File: config.mk
export PLATFORM = sky130hd
export DESIGN_NAME = vreg_sched
export DESIGN_NICKNAME = d
export VERILOG_FILES = /design/src/rtl/vreg_sched.sv
export SDC_FILE = /design/constraint.sdc
export NUM_CORES = 1
export LEC_CHECK = 0
export BUFFER_PORTS_ARGS = -buffer_cell sky130_fd_sc_hd__buf_2
export CAP_MARGIN = 15
export CORE_ASPECT_RATIO = 1.2
export CORE_MARGIN = 2
export CORE_UTILIZATION = 37
export CTS_BUF_LIST = sky130_fd_sc_hd__clkbuf_4 sky130_fd_sc_hd__clkbuf_8
export DETAILED_ROUTE_END_ITERATION = 16
export SYNTH_ARGS = -nofsm -noshare
export SYNTH_HDL_FRONTEND = slang
export SYNTH_SLANG_ARGS = --single-unit
export TNS_END_PERCENT = 50
File: constraint.sdc
create_clock -name clk -period 5.7 [get_ports clk]
set_input_delay 0.57 -clock clk [delete_from_list [all_inputs] [get_ports clk]]
set_output_delay 0.57 -clock clk [all_outputs]
set_load 0.03 [all_outputs]
File: src/rtl/vreg_sched.sv
// vreg_sched: per-line video register write scheduler ("copper").
// Replays a CPU-loaded list of (line, addr, data) writes every frame, one strobe per clock.
module vreg_sched #(
    parameter int DEPTH  = 8,
    parameter int LINE_W = 9,
    parameter int ADDR_W = 5
) (
    input  logic                      clk,
    input  logic                      res_n,
    input  logic [7:0]                d,
    input  logic                      ql_wr,
    input  logic                      qh_wr,
    input  logic                      qa_wr,
    input  logic                      qd_wr,
    input  logic                      qctl_wr,
    input  logic                      int_start,
    input  logic                      line_start_s,
    output logic                      reg_wr,
    output logic [ADDR_W-1:0]         reg_addr,
    output logic [7:0]                reg_data,
    output logic [$clog2(DEPTH):0]    q_count,
    output logic                      q_full,
    output logic                      q_ovf,
    output logic                      busy
);
    localparam int PW = $clog2(DEPTH);
    localparam int CW = PW + 1;
    localparam logic [CW-1:0]     CNT_ONE  = CW'(1);
    localparam logic [CW-1:0]     CNT_FULL = CW'(DEPTH);
    localparam logic [LINE_W-1:0] LINE_ONE = LINE_W'(1);
    localparam logic [LINE_W-1:0] LINE_MAX = {LINE_W{1'b1}};

    typedef enum logic [1:0] {
        ST_IDLE  = 2'd0,
        ST_WAIT  = 2'd1,
        ST_ISSUE = 2'd2
    } state_t;

    state_t              state_r, state_nxt_s;
    logic [CW-1:0]       rd_ptr_r, rd_ptr_nxt_s;
    logic [CW-1:0]       count_r, count_nxt_s;
    logic                full_r, ovf_r, enable_r, ls_dly_r, busy_r;
    logic [LINE_W-1:0]   stage_line_r, line_cnt_r;
    logic [ADDR_W-1:0]   stage_addr_r, reg_addr_r;
    logic [7:0]          reg_data_r;
    logic                reg_wr_r, issue_s, flush_s, push_s, ovf_set_s;
    logic [PW-1:0]       rd_idx_s;

    logic [LINE_W-1:0]   line_mem_r [DEPTH];
    logic [ADDR_W-1:0]   addr_mem_r [DEPTH];
    logic [7:0]          data_mem_r [DEPTH];

    // Flush dominates a coincident push; a push into a full list only raises the sticky flag.
    assign flush_s   = qctl_wr & d[1];
    assign push_s    = qd_wr & ~flush_s & (count_r != CNT_FULL);
    assign ovf_set_s = qd_wr & ~flush_s & (count_r == CNT_FULL);
    assign rd_idx_s  = rd_ptr_r[PW-1:0];

    // Staging registers and enable bit
    always_ff @(posedge clk or negedge res_n) begin
        if (!res_n) begin
            stage_line_r <= '0;
            stage_addr_r <= '0;
            enable_r     <= 1'b0;
        end else begin
            if (ql_wr)   stage_line_r[7:0]        <= d;
            if (qh_wr)   stage_line_r[LINE_W-1]   <= d[0];
            if (qa_wr)   stage_addr_r             <= d[ADDR_W-1:0];
            if (qctl_wr) enable_r                 <= d[0];
        end
    end

    // Entry storage; contents are meaningless beyond count_r so no reset is needed
    always_ff @(posedge clk) begin
        if (push_s) begin
            line_mem_r[count_r[PW-1:0]] <= stage_line_r;
            addr_mem_r[count_r[PW-1:0]] <= stage_addr_r;
            data_mem_r[count_r[PW-1:0]] <= d;
        end
    end

    // Next list count
    always_comb begin
        count_nxt_s = count_r;
        if (flush_s) begin
            count_nxt_s = '0;
        end else if (push_s) begin
            count_nxt_s = count_r + CNT_ONE;
        end else begin
            count_nxt_s = count_r;
        end
    end

    // List count, full and sticky overflow flags
    always_ff @(posedge clk or negedge res_n) begin
        if (!res_n) begin
            count_r <= '0;
            full_r  <= 1'b0;
            ovf_r   <= 1'b0;
        end else begin
            count_r <= count_nxt_s;
            full_r  <= (count_nxt_s == CNT_FULL);
            if (flush_s)        ovf_r <= 1'b0;
            else if (ovf_set_s) ovf_r <= 1'b1;
        end
    end

    // Saturating line counter; the delayed line pulse lets ISSUE see the updated count
    always_ff @(posedge clk or negedge res_n) begin
        if (!res_n) begin
            line_cnt_r <= '0;
            ls_dly_r   <= 1'b0;
        end else begin
            ls_dly_r <= line_start_s;
            if (int_start)
                line_cnt_r <= '0;
            else if (line_start_s && (line_cnt_r != LINE_MAX))
                line_cnt_r <= line_cnt_r + LINE_ONE;
        end
    end

    // Replay FSM next-state and issue decision
    always_comb begin
        state_nxt_s  = state_r;
        rd_ptr_nxt_s = rd_ptr_r;
        issue_s      = 1'b0;
        if (flush_s) begin
            state_nxt_s  = ST_IDLE;
            rd_ptr_nxt_s = '0;
        end else if (int_start) begin
            if (enable_r && (count_r != '0)) begin
                state_nxt_s  = ST_ISSUE;
                rd_ptr_nxt_s = '0;
            end else begin
                state_nxt_s  = ST_IDLE;
            end
        end else if (!enable_r) begin
            state_nxt_s = ST_IDLE;
        end else begin
            case (state_r)
                ST_IDLE: state_nxt_s = ST_IDLE;
                ST_WAIT: begin
                    if (ls_dly_r) state_nxt_s = ST_ISSUE;
                    else          state_nxt_s = ST_WAIT;
                end
                ST_ISSUE: begin
                    if (rd_ptr_r == count_r) begin
                        state_nxt_s = ST_IDLE;
                    end else if (line_mem_r[rd_idx_s] <= line_cnt_r) begin
                        issue_s      = 1'b1;
                        rd_ptr_nxt_s = rd_ptr_r + CNT_ONE;
                    end else begin
                        state_nxt_s = ST_WAIT;
                    end
                end
                default: state_nxt_s = ST_IDLE;
            endcase
        end
    end

    // FSM state, read pointer and registered strobe outputs
    always_ff @(posedge clk or negedge res_n) begin
        if (!res_n) begin
            state_r    <= ST_IDLE;
            rd_ptr_r   <= '0;
            reg_wr_r   <= 1'b0;
            reg_addr_r <= '0;
            reg_data_r <= '0;
            busy_r     <= 1'b0;
        end else begin
            state_r  <= state_nxt_s;
            rd_ptr_r <= rd_ptr_nxt_s;
            reg_wr_r <= issue_s;
            busy_r   <= (state_nxt_s == ST_ISSUE);
            if (issue_s) begin
                reg_addr_r <= addr_mem_r[rd_idx_s];
                reg_data_r <= data_mem_r[rd_idx_s];
            end
        end
    end

    assign reg_wr   = reg_wr_r;
    assign reg_addr = reg_addr_r;
    assign reg_data = reg_data_r;
    assign q_count  = count_r;
    assign q_full   = full_r;
    assign q_ovf    = ovf_r;
    assign busy     = busy_r;
endmodule

==> flow_summary.toml, run 1 <==
[place]
port_buffers = 37
gp_congestion = 0.7982
post-dp-hpwl_um = 10710

[logic_synthesis]
ys_ff_latch = 228
synth_top_family_by_area = "multiplexers"
synth_compound_area_share_pct = 1.876
syn-num-nets = 567
async_reset_ff_share_pct = 22.81
synthCells = 534
netlist_area_mm2 = 0.009271
synth-xor-area-share_pct = 1.228
synth-edff-count = 176
yosys_warnings = 0
synthSimpleGateAreaFrac_pct = 6.734
synth_adder_area_share_pct = 2.159
ys_seq_area_share_pct = 71.04
muxShareOfSynthArea_pct = 14.74
syn-mean-instance-area_um2 = 17.36
ys.flop_type = "edfxtp_1"
synth_cell_type_count = 50

[pwr]
cellPowerDensity_mw_per_mm2 = 384.2
ir_drop_uv = 234.8
power_mw = 4.081
power_leakage_nw = 3.924

[floorplan]
die_y_um = 177.4
die_area_mm2 = 0.02635
initial_core_util_pct = 37.58
rows = 63
core_area_mm2 = 0.02467
io_pins = 38
fp.dieW_um = 148.5

[global_route]
antenna_found_initial = 0
grt_pass1_vias = 5006
grt_pass1_wl_um = 29120
grt_usage_pct = 14.80
grt_max_degree = 53
grt_overflow = 0

[timing]
rsz0062_at_grt = "no"
max_slew.worst_pin.slew_ns = 0.9658
layout_min_cycle_time_ns = 3.683
finalCritPeriodShare_pct = 64.61
slew-limit-headroom_pct = 35.61
finalSetupViolations = 0
finalHoldViolations = 0
hold_ws_ns = 0.1903
max_freq_mhz = 271.5
fin_tns_setup_ns = 0
clock_skew_ns = 0.01899
maxSlewViolCount = 0

[drt]
antenna_left = 0
routed_wl_um = 18870
via_per_inst = 4.989
vias = 4750
drtIter0Drc = 314
first_pass_iters = 4
drc = 0
avgRoutedWirePerCell_um = 19.82

[clock_tree]
clkTransAtPathRegs_ns = 0.06
numClockSinks = 228
cts_resized = 0
cts_setup_buffers = 0
htreeDepth = 2
ctsHoldBuffers = 0
insertion_delay_ns = 0.52
cts_root_buf = "clkbuf_8"
cts_buffers = 37
clockBufferDepth = 3
cts_tree = "built"

[cells_and_area]
drive_above_1_share_pct = 31.74
syn2layout_area_growth_pct = 14.56
fillCellCount = 2159
diodes = 0
nets = 632

[worst_hold_path]
hold_class = "in -> reg"
hold_depth = 1

[critical_path]
critPathCaptureType = "flop"
crit_required_ns = 6.09
reg2reg_depth = 9
worstSetupStartpointType = "flop"
r2r_slack_ns = 2.02
path_max_fanout = 31
worst-setup-path-type = "reg -> reg"
crit_arrival_ns = 4.07

[job]
cap_viol_max_count = 0

[outcome]
status = "finished clean"
synth_stat cells (3+ instances only):
library cell  number  area [µm²]
buf_4              4       30.03
buf_2              6       30.03
clkbuf_1           8       30.03
mux2_4             8       120.1
mux2i_1            3       30.03
mux4_2            44       991.0
o21ai_0            4       20.02
nor3_1             5       25.02
inv_1             19       71.32
nor2_1            19       71.32
nand2_1           80       300.3
xnor2_1            8       70.07
edfxtp_1         176        5285
mux2_2            20       225.2
a21oi_1            8       40.04
nand4_1            6       37.54
xor2_1             5       43.79
dfrtp_1           52        1301
nand3_1            6       30.03
ha_1              16       200.2
layout make-up:
cell class,instances,area (µm²),share of cell area (%)
clock inverter,12,83.83,0.7893
inverter,19,71.32,0.6715
sequential,228,6589,62.03
timing repair buffer,49,275.3,2.592
clock buffer,55,675.6,6.361
multi-input combinational,264,2520,23.72
tap,325,406.6,3.828
registers in the layout, summed over array words and instances, names as in the netlist, 2 cells and up:
register      cells
line_mem_r       72
q_count           4
stage_line_r      9
reg_data          8
state_r           2
addr_mem_r       40
data_mem_r       64
line_cnt_r        9
reg_addr          5
rd_ptr_r          4
stage_addr_r      5
critical path, cell delays in order, from the launching register on:
cell	delay, ns
dfrtp_2	1.00
mux4_2	0.60
nand2_1	0.08
nand2_1	0.05
ha_1	0.30
a21oi_1	0.20
o21ai_0	0.15
o211ai_2	0.39
nand3_4	0.34
mux2_4	0.40
cells by family (layout without fill, tap and decap cells):
group           Yosys count  after routing
compound gates           25             25
xor+xnor                 13             13
fa+ha+maj                16             16
buf+inv                  42            135
flops                   228            228
mux                      75             75
simple gates            135            135
report_power, final:
| group | internal, mW | total [mW] | switching [mW] |
|---|---|---|---|
| clock | 0.806 | 1.42 | 0.615 |
| combinational | 0.226 | 0.568 | 0.342 |
| sequential | 1.98 | 2.09 | 0.110 |
placed cells by master (no fill, tap or decap), types with 2 or more instances in the layout:
cell type   count
dfrtp_1        50
or3_1           2
mux2_2         20
clkbuf_4       13
nor2_4          2
nand2_1        80
dfrtp_2         2
ha_1           16
mux2i_1         3
nor3_2          4
and3_1          2
mux4_2         44
o21ai_0         4
a21oi_1         8
xnor2_1         8
nor2b_1         2
clkinv_2        4
clkinvlp_4      2
nand2b_1        2
mux2_4          8
and2_1          2
nand3_1         6
buf_4          12
clkinv_1        5
xor2_1          5
clkbuf_8       42
buf_2          37
nand4_1         6
edfxtp_1      176
nor2_1         17
inv_1          19
per-stage QoR:
| stage | setup WS, ns | instance area, µm² | instances | util, % |
|---|---|---|---|---|
| 2_1_floorplan | 1.729 | 9271 | 534 | - |
| 3_3_place_gp | 2.039 | 9862 | 885 | 39.97 |
| 3_5_place_dp | 1.988 | 9862 | 885 | 39.97 |
| 4_1_cts | 1.961 | 10620 | 952 | 43.05 |
| 5_1_grt | 1.697 | 10620 | 952 | 43.05 |
| 6_report | 2.017 | 10620 | 952 | 43.05 |
metal layers:
metal	global-route usage (%)	part of all wire [%]	up-vias
met4	5.476	2.7	0
li1	-	-	2163
met3	3.136	3.8	30
met2	24.86	50	91
met5	0	0	-
met1	18.98	44	2466
worst paths after layout:
kind | start | endpoint
hold / removal | line_start_s | ls_dly_r
min in group asynchronous | res_n | q_full
setup / recovery | rd_ptr_r[0] | reg_addr[2]
hold reg to reg | reg_data[5] | reg_data[5]
setup reg to reg | rd_ptr_r[0] | reg_addr[2]
max in group asynchronous | res_n | rd_ptr_r[0]
(Power assumes the default switching activity.)
==> run 2: changes to the inputs <==
==> constraint.sdc (replaced) <==
create_clock -name clk -period 3.5 [get_ports clk]
set_input_delay 0.35 -clock clk [delete_from_list [all_inputs] [get_ports clk]]
set_output_delay 0.35 -clock clk [all_outputs]
set_load 0.03 [all_outputs]
==> flow_summary.toml, run 2 (synthesis results as in run 1) <==
[outcome]
status = "finished clean"

[clock_tree]
clockBufferDepth = 3
cts_tree = "built"
numClockSinks = 228
clkTransAtPathRegs_ns = 0.06
cts_buffers = 36
cts_resized = 0
htreeDepth = 2
insertion_delay_ns = 0.53
cts_root_buf = "clkbuf_8"

[global_route]
grt_max_degree = 31
grt_usage_pct = 14.87
antenna_found_initial = 0
grt_pass1_vias = 5109
grt_overflow = 0
grt_pass1_wl_um = 29480

[cells_and_area]
layout_commonest_cell = "edfxtp_1"
instances_no_fill = 960
syn2layout_area_growth_pct = 15.91
diodes = 0
final_util_pct = 43.56
drive_above_1_share_pct = 32.44
largest_register = "line_mem_r"
most-common-layout-cells = "176 x edfxtp_1, 80 x nand2_1, 50 x dfrtp_1, 44 x mux4_2, 43 x clkbuf_8"
nets = 641
largest_reg_flops = 72

[critical_path]
r2r_slack_ns = 0.32
cp_top_family = "multiplexers"
worst-setup-path-type = "reg -> reg"
worstSetupStartpointType = "flop"
slowest_stage = "mux4_2"
cpPeakStageDelay_ns = 0.52
path_cells = "buf_12 > mux4_2 > nand2_1 > nand2_1 > ha_1 > a211oi_2 > o221ai_1 > o211ai_2 > nand3_4 > mux2_4"
worstSetupPathDepth = 10
crit_end = "reg_addr[3]"
critPathCaptureType = "flop"
reg2reg_depth = 10
path_buf_inv = 1
path_max_fanout = 17
cp-startpoint = "rd_ptr_r[0]"
cp_common_cell = "nand2_1"
r2r-start = "rd_ptr_r[0]"
crit_required_ns = 3.89
rr_endpoint = "reg_addr[3]"
crit_arrival_ns = 3.58

[drt]
wl_met3_um = 1116
vias = 4783
first_pass_iters = 4
antenna_left = 0
met1_length_um = 7737
avgRoutedWirePerCell_um = 19.53
via_per_inst = 4.982
highest-signal-layer = "met4"
met2_length_um = 9403
drtIter0Drc = 278
drc = 0
routed_wl_um = 18750

[job]
cap_viol_max_count = 0

[floorplan]
fp.dieW_um = 148.5
io_pins = 38
die_y_um = 177.4
initial_core_util_pct = 37.58
rows = 63
core_area_mm2 = 0.02467
die_area_mm2 = 0.02635

[timing]
finalCritPeriodShare_pct = 90.93
layout_min_cycle_time_ns = 3.183
rsz0062_at_grt = "no"
clock_skew_ns = 0.02552
max_slew.worst_pin.slew_ns = 0.7002
max_freq_mhz = 314.2
finalSetupViolations = 0
maxSlewViolCount = 0
finalHoldViolations = 0
slew-limit-headroom_pct = 53.27
fin_tns_setup_ns = 0

[pwr]
cellPowerDensity_mw_per_mm2 = 625.8
ir_drop_uv = 326.0
power_leakage_nw = 3.982

[place]
gp_congestion = 0.7410
dp_cells = 893
port_buffers = 37
post-dp-hpwl_um = 11030

[worst_hold_path]
min_from = "qh_wr"
hold_class = "in -> reg"
## run 2: changes by cell type in the layout (fill, tap and decap cells not counted), sizes merged
cell / before / now
buf: 49 / 57
dlygate4sd3: 0 / 2
inv: 19 / 20
bufinv: 1 / 2
clkinv: 9 / 7
clkinvlp: 2 / 3
clkbuf: 55 / 52
## run 2: what timing repair did
item	CTS	global route
endpoints found under the hold margin	23	0
setup buffers	0	0
setup endpoints to repair	0	0
hold buffers	2	0
## run 2: area by class of cell
class	count	area, µm²
Inverter	19	71.32
Fill cell	2153	13930
Timing Repair Buffer	59	380.4
Multi-Input combinational cell	264	2519
Sequential cell	228	6589
Clock buffer	52	659.4
Tap cell	325	406.6
Clock inverter	13	121.4
## run 2: worst reg2reg max path, delay by kind of cell (launching register included)
family	cells	cell delay, ns
and+or+nand+nor	3	0.49
AOI/OAI and AO/OA	3	0.73
buffers and inverters	1	0.20
adders and majority gates	1	0.31
muxes	2	0.93
DFF	1	0.40
## run 2: power by group
| group | switching (mW) | leakage (nW) | internal (mW) |
|---|---|---|---|
| combinational | 0.568 | 1.31 | 0.381 |
| clock | 1.01 | 0.402 | 1.37 |
| sequential | 0.168 | 2.27 | 3.23 |
| total | 1.75 | 3.98 | 4.98 |
## run 2: metrics by stage
step                      hold slack (ns)  worst slack [ns]  instance area (µm²)  total power [mW]
after CTS                         0.09006            0.2657                10750             6.819
after global placement             0.3732            0.3509                 9946             4.392
final                              0.1066            0.3175                10750             6.725
after global routing              0.09335            0.1482                10750             7.045
after detailed placement           0.3755            0.3117                 9946             4.418
after floorplan                   0.05441           0.08139                 9278             4.066
## run 2: how the worst min path moves through the flow
stage | to | cells after the start
CTS | stage_line_r[8] | 2
floorplan | busy | 0
detailed placement | q_count[3] | 1
global route | stage_line_r[8] | 2
finish | stage_line_r[8] | 2
global placement | q_full | 1
## run 2: layer usage
metal,GRT usage [%],vias to the layer above
li1,-,2182
met1,19.00,2440
met2,25.25,127
met3,3.059,34
met4,5.278,0
met5,0,-
